### config.mk
export PLATFORM = sky130hd
export DESIGN_NAME = chunked_serial_adder
export DESIGN_NICKNAME = d
export VERILOG_FILES = /design/src/rtl/chunked_serial_adder_pkg.sv /design/src/rtl/chunked_serial_adder_chunk_adder.sv /design/src/rtl/chunked_serial_adder.sv
export SDC_FILE = /design/constraint.sdc
export NUM_CORES = 1
export LEC_CHECK = 0
export ABC_AREA = 1
export CORE_AREA = 4 4 76 78
export CTS_CLUSTER_SIZE = 25
export DETAILED_ROUTE_END_ITERATION = 10
export DIE_AREA = 0 0 80 82
export PLACE_DENSITY = 0.82
export SLEW_MARGIN = 20
export SYNTH_ARGS = -nofsm -noshare
export SYNTH_HDL_FRONTEND = slang
export SYNTH_SLANG_ARGS = --single-unit
### constraint.sdc
create_clock -name clk -period 6.8 [get_ports clk]
set_input_delay 1.02 -clock clk [delete_from_list [all_inputs] [get_ports clk]]
set_output_delay 1.02 -clock clk [all_outputs]
set_load 0.005 [all_outputs]
### src/rtl/chunked_serial_adder_pkg.sv
// rtl/chunked_serial_adder_pkg.sv - state encodings and index-width helper for chunked_serial_adder
package chunked_serial_adder_pkg;

   typedef enum logic [1:0] {
      S_IDLE = 2'd0,
      S_RUN  = 2'd1,
      S_DONE = 2'd2
   } state_t;

   // Chunk index needs at least one bit even when there is a single chunk.
   function automatic int idx_width(input int n);
      return (n <= 1) ? 1 : $clog2(n);
   endfunction

endpackage

### src/rtl/chunked_serial_adder_chunk_adder.sv
// rtl/chunked_serial_adder_chunk_adder.sv - combinational CHUNK-bit ripple adder (module chunk_adder)
module chunk_adder #(
   parameter int CHUNK = 4
) (
   input  logic [CHUNK-1:0] a,
   input  logic [CHUNK-1:0] b,
   input  logic             ci,
   output logic [CHUNK-1:0] s,
   output logic             co
);

   logic [CHUNK:0] c;

   always_comb begin
      s    = '0;
      c    = '0;
      c[0] = ci;
      for (int i = 0; i < CHUNK; i++) begin
         s[i]   = a[i] ^ b[i] ^ c[i];
         c[i+1] = (a[i] & b[i]) | (c[i] & (a[i] ^ b[i]));
      end
      co = c[CHUNK];
   end

endmodule

### src/rtl/chunked_serial_adder.sv
// rtl/chunked_serial_adder.sv - multi-cycle WIDTH-bit adder, CHUNK bits per clock; ovf port with ADDER_OVF_EN
module chunked_serial_adder
   import chunked_serial_adder_pkg::*;
#(
   parameter int WIDTH = 16,
   parameter int CHUNK = 4
) (
   input  logic             clk,
   input  logic             rst_n,
   input  logic             in_valid,
   output logic             in_ready,
   input  logic [WIDTH-1:0] a,
   input  logic [WIDTH-1:0] b,
   input  logic             cin,
   output logic             out_valid,
   input  logic             out_ready,
   output logic [WIDTH-1:0] sum,
   output logic             cout
`ifdef ADDER_OVF_EN
   ,
   output logic             ovf
`endif
);

   localparam int NCHUNK = WIDTH / CHUNK;
   localparam int IW     = idx_width(NCHUNK);
   localparam logic [IW-1:0] LAST = IW'(NCHUNK - 1);

   state_t           state, state_nxt;
   logic [IW-1:0]    idx;
   logic [WIDTH-1:0] a_q, b_q, sum_q;
   logic             carry, cout_q;
   logic [CHUNK-1:0] ca, cb, cs;
   logic             cco;

   assign ca = a_q[idx*CHUNK +: CHUNK];
   assign cb = b_q[idx*CHUNK +: CHUNK];

   chunk_adder #(.CHUNK(CHUNK)) u_chunk (
      .a  (ca),
      .b  (cb),
      .ci (carry),
      .s  (cs),
      .co (cco)
   );

   always_ff @(posedge clk or negedge rst_n) begin
      if (!rst_n) state <= S_IDLE;
      else        state <= state_nxt;
   end

   always_comb begin
      state_nxt = state;
      in_ready  = 1'b0;
      out_valid = 1'b0;
      case (state)
         S_IDLE: begin
            in_ready = 1'b1;
            if (in_valid) state_nxt = S_RUN;
         end
         S_RUN: begin
            if (idx == LAST) state_nxt = S_DONE;
         end
         S_DONE: begin
            out_valid = 1'b1;
            if (out_ready) state_nxt = S_IDLE;
         end
         default: state_nxt = S_IDLE;
      endcase
   end

   always_ff @(posedge clk or negedge rst_n) begin
      if (!rst_n) begin
         idx    <= '0;
         a_q    <= '0;
         b_q    <= '0;
         carry  <= 1'b0;
         sum_q  <= '0;
         cout_q <= 1'b0;
      end else if (state == S_IDLE && in_valid) begin
         a_q   <= a;
         b_q   <= b;
         carry <= cin;
         idx   <= '0;
      end else if (state == S_RUN) begin
         sum_q[idx*CHUNK +: CHUNK] <= cs;
         carry <= cco;
         if (idx == LAST) begin
            cout_q <= cco;
            idx    <= '0;
         end else begin
            idx <= idx + 1'b1;
         end
      end
   end

   assign sum  = sum_q;
   assign cout = cout_q;

`ifdef ADDER_OVF_EN
   logic ovf_q;

   // Final chunk carries the sign bit of the result.
   always_ff @(posedge clk or negedge rst_n) begin
      if (!rst_n)
         ovf_q <= 1'b0;
      else if (state == S_RUN && idx == LAST)
         ovf_q <= (a_q[WIDTH-1] == b_q[WIDTH-1]) && (cs[CHUNK-1] != a_q[WIDTH-1]);
   end

   assign ovf = ovf_q;
`endif

endmodule
==> results of run 1 <==
## cell usage after synthesis
library cell	count
o21ai_0	12
o31ai_1	1
nand3_1	53
clkbuf_1	4
fa_1	4
nand3_2	2
nand2_2	1
buf_2	4
o211ai_1	4
ha_1	6
buf_4	5
dfrtp_1	54
nor2_4	1
nor2_1	20
inv_1	17
nand2_1	137
buf_6	3
nor2_2	2
nor2_8	1
inv_2	1
nand4_1	2
nand2_4	1
o21ai_2	1
## power groups by stage
stage | combinational, mW | clock (mW) | sequential (mW)
final | 0.788 | 0.180 | 0.571
after CTS | 0.793 | 0.185 | 0.570
after detailed placement | 0.789 | 0 | 0.576
after global routing | 0.913 | 0.199 | 0.590
after global placement | 0.756 | 0 | 0.575
after floorplan | 0.610 | 0 | 0.532
## stage by stage
step                cells  power [mW]  worst slack, ps  instance area [sq um]  utilization [%]
finish                455        1.54             3100                   3370             66.4
global route          455        1.70             2770                   3370             66.4
CTS                   455        1.55             3150                   3370             66.4
detailed placement    447        1.37             3170                   3280             64.6
global placement      447        1.33             3280                   3280             64.6
floorplan             336        1.14             4060                   2740                -
## registers in the layout (all words and copies together) (netlist names)
| name | flops |
|---|---|
| carry | 1 |
| state | 2 |
| b_q | 16 |
| cout | 1 |
| a_q | 16 |
| sum | 16 |
| idx | 2 |
## cell type report
type	instances	area share, %
Timing Repair Buffer	57	16.6
Inverter	18	2.01
Multi-Input combinational cell	248	35.9
Clock buffer	7	2.56
Sequential cell	54	40.1
Tap cell	70	2.60
Clock inverter	1	0.149
## per-layer routing
layer / vias to the layer above / wire (um) / global-route usage (%)
met5: - / 0 / 0
met4: 0 / 89 / 6.08
met3: 10 / 229 / 4.17
met2: 53 / 2710 / 33.5
met1: 1037 / 2490 / 23.1
li1: 1164 / - / -
## kinds of logic after synthesis
logic type / synth area share [%]
simple gates: 34.7
fa+ha+maj: 5.67
flops: 49.4
compound gates: 3.89
buf+inv: 6.36
## worst max-delay path, cell delays in order, from the launching register on
cell      delay [ps]
dfrtp_1          880
inv_1            570
nand2_1          160
o211ai_1         100
nand2_1          110
fa_1             170
inv_1             60
fa_1             370
fa_1             370
inv_1             80
fa_1             440
nand2_1          110
nor2_1            40
nand2_1           90
nand2_1           40
## worst paths after layout
path	end	slack, ps	cells after the start
min in group asynchronous	state[1]$_DFFE_PN0P_	810	2
setup / recovery	sum[15]$_DFFE_PN0P_	3100	14
hold / removal	a_q[12]$_DFFE_PN0P_	480	2
hold reg to reg	a_q[12]$_DFFE_PN0P_	480	2
setup reg to reg	sum[15]$_DFFE_PN0P_	3100	14
max in group asynchronous	b_q[15]$_DFFE_PN0P_	5530	2
==> impl_metrics.tcl, run 1 <==
set metrics [dict create \
    status "finished clean" \
    wire_per_inst_um 12.1 \
    grt_use_total_pct 19.0 \
    postCtsHoldBufs 0 \
    p_seq_share_pct 37.1 \
    route.vias.total 2264 \
    rsz0062_at_grt "no" \
    finClkSkew_ps 4.62 \
    crit_path_end_kind "register" \
    viasPerCell 4.98 \
    min_from "a_q[12]$_DFFE_PN0P_" \
    dieArea_sq_um 6560 \
    vdd_ir_drop_max_mv 0.225 \
    synth_cell_types 23 \
    core_area_sq_um 5070 \
    grt_overflow 0 \
    hold_viol_final 0 \
    clock_latency_ps 300 \
    r2r-start "idx[0]$_DFFE_PN0P_" \
    routed_wl_um 5520 \
    drive_gt1_share_pct 5.19 \
    synth_cells 336 \
    io_buffers 55 \
    ant_nets 0 \
    yosysSeqAreaShare_pct 49.4 \
    hold_class "register to register" \
    avgSynthCellArea_sq_um 8.14 \
    power.clock.fraction_pct 11.7 \
    tns_ps 0 \
    swShare_pct 44.3 \
    area_delta_synth_final_pct 23.1 \
    ctsRootBufferMaster "clkbuf_8" \
    antenna_found_initial 0 \
    startpoint_type "register" \
    min_period_ps 3700 \
    nets 431 \
    h-tree-depth 2 \
    p_leak_nw 1.69 \
    num_io_pins 56 \
    crit_path_start "idx[0]$_DFFE_PN0P_" \
    start_util_pct 53.9 \
    grt_pass1_wl_um 9820 \
    mostFrequentLayoutCells "nand2_1, dfrtp_1, clkdlybuf4s50_1" \
    whs_ps 477 \
    ctsResizeCount 0 \
    fin_crit_sh_pct 54.4 \
    rows 26 \
    grt_max_degree 55 \
    cts_buffer_depth 2 \
    p_per_area_nw_per_um2 457 \
    netlist_top_cells_area "dfrtp_1, nand2_1, nand3_1" \
    dpl.hpwl_um 4040 \
    cts_tree "yes" \
    cts_buffers 5 \
    final_common_cell "nand2_1" \
    diodes 0 \
    final_max_slew_viol_count 0 \
    combPwrFrac_pct 51.2 \
    synth_top_area_share_pct 49.4 \
    cts_setup_buffers 0 \
    ys_warn_count 0 \
    arrival_ps 3900 \
    netlist_area_sq_um 2740 \
    p_int_uw 857 \
    worstSetupPathType "register to register" \
    first_global_vias 2238 \
    numClockSinks 54 \
    ys_ff_latch 54 \
    multiInputGateArea_sq_um 1210 \
    drv_cap 0 \
    fill_cells 454 \
    switchingPower_uw 683 \
    post-route-drc-count 0 \
    drt_iter0_drc 139 \
    seqCellArea_sq_um 1350 \
    die_y_um 82 \
    critPathMaxFanout 26 \
    die_w_um 80 \
    fmax_ghz 0.270 \
    clk_pin_slew_ps 90 \
    globalplace.congestion 0.841 \
    worstMarginPinSlew_ps 805 \
    yosys.area.top_type "dfrtp_1" \
    drt_pass1_iterations 5 \
    maxSlewHeadroom_pct 46.3 \
    setup_viol 0 \
    required_ps 7000 \
    syn-num-nets 383 \
]
Note: power is estimated with default switching activity, not from simulation.
==> run 2, diff against run 1 <==
Settings changed: CORE_AREA 4 4 76 78 to 4 4 83 85, DIE_AREA 0 0 80 82 to 0 0 87 89, PLACE_DENSITY 0.82 to 0.72.
Clock period 6.8 ns to 3.1 ns, I/O delays scaled along.
==> impl_metrics.tcl, run 2 (synthesis gave the netlist of run 1 again) <==
set metrics [dict create \
    die_w_um 87 \
    clk_pin_slew_ps 90 \
    hold_class "input pin to async pin" \
    start_util_pct 44.1 \
    first_global_vias 2112 \
    design_area_sq_um 3440 \
    required_ps 3300 \
    globalplace.congestion 0.904 \
    numClockSinks 54 \
    rows 29 \
    io_buffers 55 \
    grt_pass1_wl_um 9840 \
    dieArea_sq_um 7740 \
    final_max_slew_viol_count 0 \
    p_leak_nw 1.72 \
    hold_viol_final 0 \
    grt_max_degree 37 \
    total_power_mw 3.48 \
    tns_ps 0 \
    drt_pass1_iterations 4 \
    mostFrequentLayoutCells "nand2_1, dfrtp_1, clkdlybuf4s50_1" \
    r2r-start "idx[1]$_DFFE_PN0P_" \
    dpl.hpwl_um 4310 \
    ant_nets 0 \
    cts_tree "yes" \
    fin_ws_ps 289 \
    drv_cap 0 \
    grt_use_total_pct 16.2 \
    setup_viol 0 \
    worstSetupPathType "register to register" \
    postCtsHoldBufs 0 \
    startpoint_type "register" \
    diodes 0 \
    p_per_area_nw_per_um2 1010 \
    cts_buffer_depth 2 \
    clock_latency_ps 300 \
    grt_overflow 0 \
    nets 437 \
    worstMarginPinSlew_ps 804 \
    dpl-instance-area_sq_um 3330 \
    area_delta_synth_final_pct 25.8 \
    vdd_ir_drop_max_mv 0.468 \
    wire_per_inst_um 12.1 \
    crit_path_end_kind "register" \
    rsz0062_at_grt "no" \
    min_period_ps 2810 \
    route.vias.total 2283 \
    fill_cells 590 \
    ctsRootBufferMaster "clkbuf_8" \
    cts_buffers 5 \
    die_y_um 89 \
    drive_gt1_share_pct 6.39 \
    fmax_ghz 0.356 \
    routed_wl_um 5670 \
    h-tree-depth 2 \
    core_area_sq_um 6200 \
    crit_path_start "idx[1]$_DFFE_PN0P_" \
    antenna_found_initial 0 \
    viasPerCell 4.88 \
    finClkSkew_ps 4.55 \
    critPathMaxFanout 15 \
    final_common_cell "nand2_1" \
    num_io_pins 56 \
    postLayoutCoreUtil_pct 55.5 \
    layout.cells.non_filler 468 \
    maxSlewHeadroom_pct 46.4 \
    post-place-cells 460 \
    post-route-drc-count 0 \
    drt_iter0_drc 65 \
    status "finished clean" \
    fin_crit_sh_pct 90.7 \
    pre_cts_ws_ps 287 \
    arrival_ps 3010 \
    whs_ps 244 \
]
## run 2: worst max-delay path: stages, from the launching register on
cell,delay (ps)
dfrtp_1,400
inv_1,320
o211ai_1,150
nand2_1,110
fa_1,160
inv_1,50
fa_1,370
fa_1,360
inv_1,70
fa_1,450
nand2_1,110
nor2_1,40
nand2_1,70
nand2_1,40
## run 2: final timing paths
check                                      endpoint  cells past startpoint  slack (ps)
worst max-delay path            sum[15]$_DFFE_PN0P_                     13         290
worst min-delay path             idx[1]$_DFFE_PN0P_                      1         240
worst max register to register  sum[15]$_DFFE_PN0P_                     13         290
worst min register to register  a_q[11]$_DFFE_PN0P_                      2         480
max in group asynchronous        b_q[6]$_DFFE_PN0P_                      2        2110
min in group clk                a_q[11]$_DFFE_PN0P_                      2         480
## run 2: area by class of cell
cell class / instances / area (sq um) / share of cell area (%)
clock buffers: 7 / 76.3 / 2.22
clock inverters: 1 / 30.0 / 0.873
inverters: 18 / 67.6 / 1.96
multi-input cells: 248 / 1210 / 35.2
flip-flops and latches: 54 / 1350 / 39.3
well taps: 77 / 96.3 / 2.80
repair buffers: 63 / 609 / 17.7
## run 2: repair_timing
action                                  in CTS  in global routing
gates resized for setup                      0                  1
endpoints found under the setup margin       0                  2
buffers inserted                             0                  0
endpoints found under the hold margin        0                  0
## run 2: where the power goes
part	switching [mW]	total, mW	internal (mW)	leakage (nW)
Sequential	0.209	1.21	1.00	0.692
Clock	0.215	0.457	0.242	0.0524
Combinational	1.07	1.81	0.745	0.979
## run 2: metal layers
layer / up-vias / share of wire, % / GRT usage (%)
met2: 58 / 49 / 26.2
li1: 1180 / - / -
met4: 0 / 0.55 / 4.25
met1: 1040 / 45 / 21.6
met3: 5 / 5.7 / 4.33
met5: - / 0 / 0
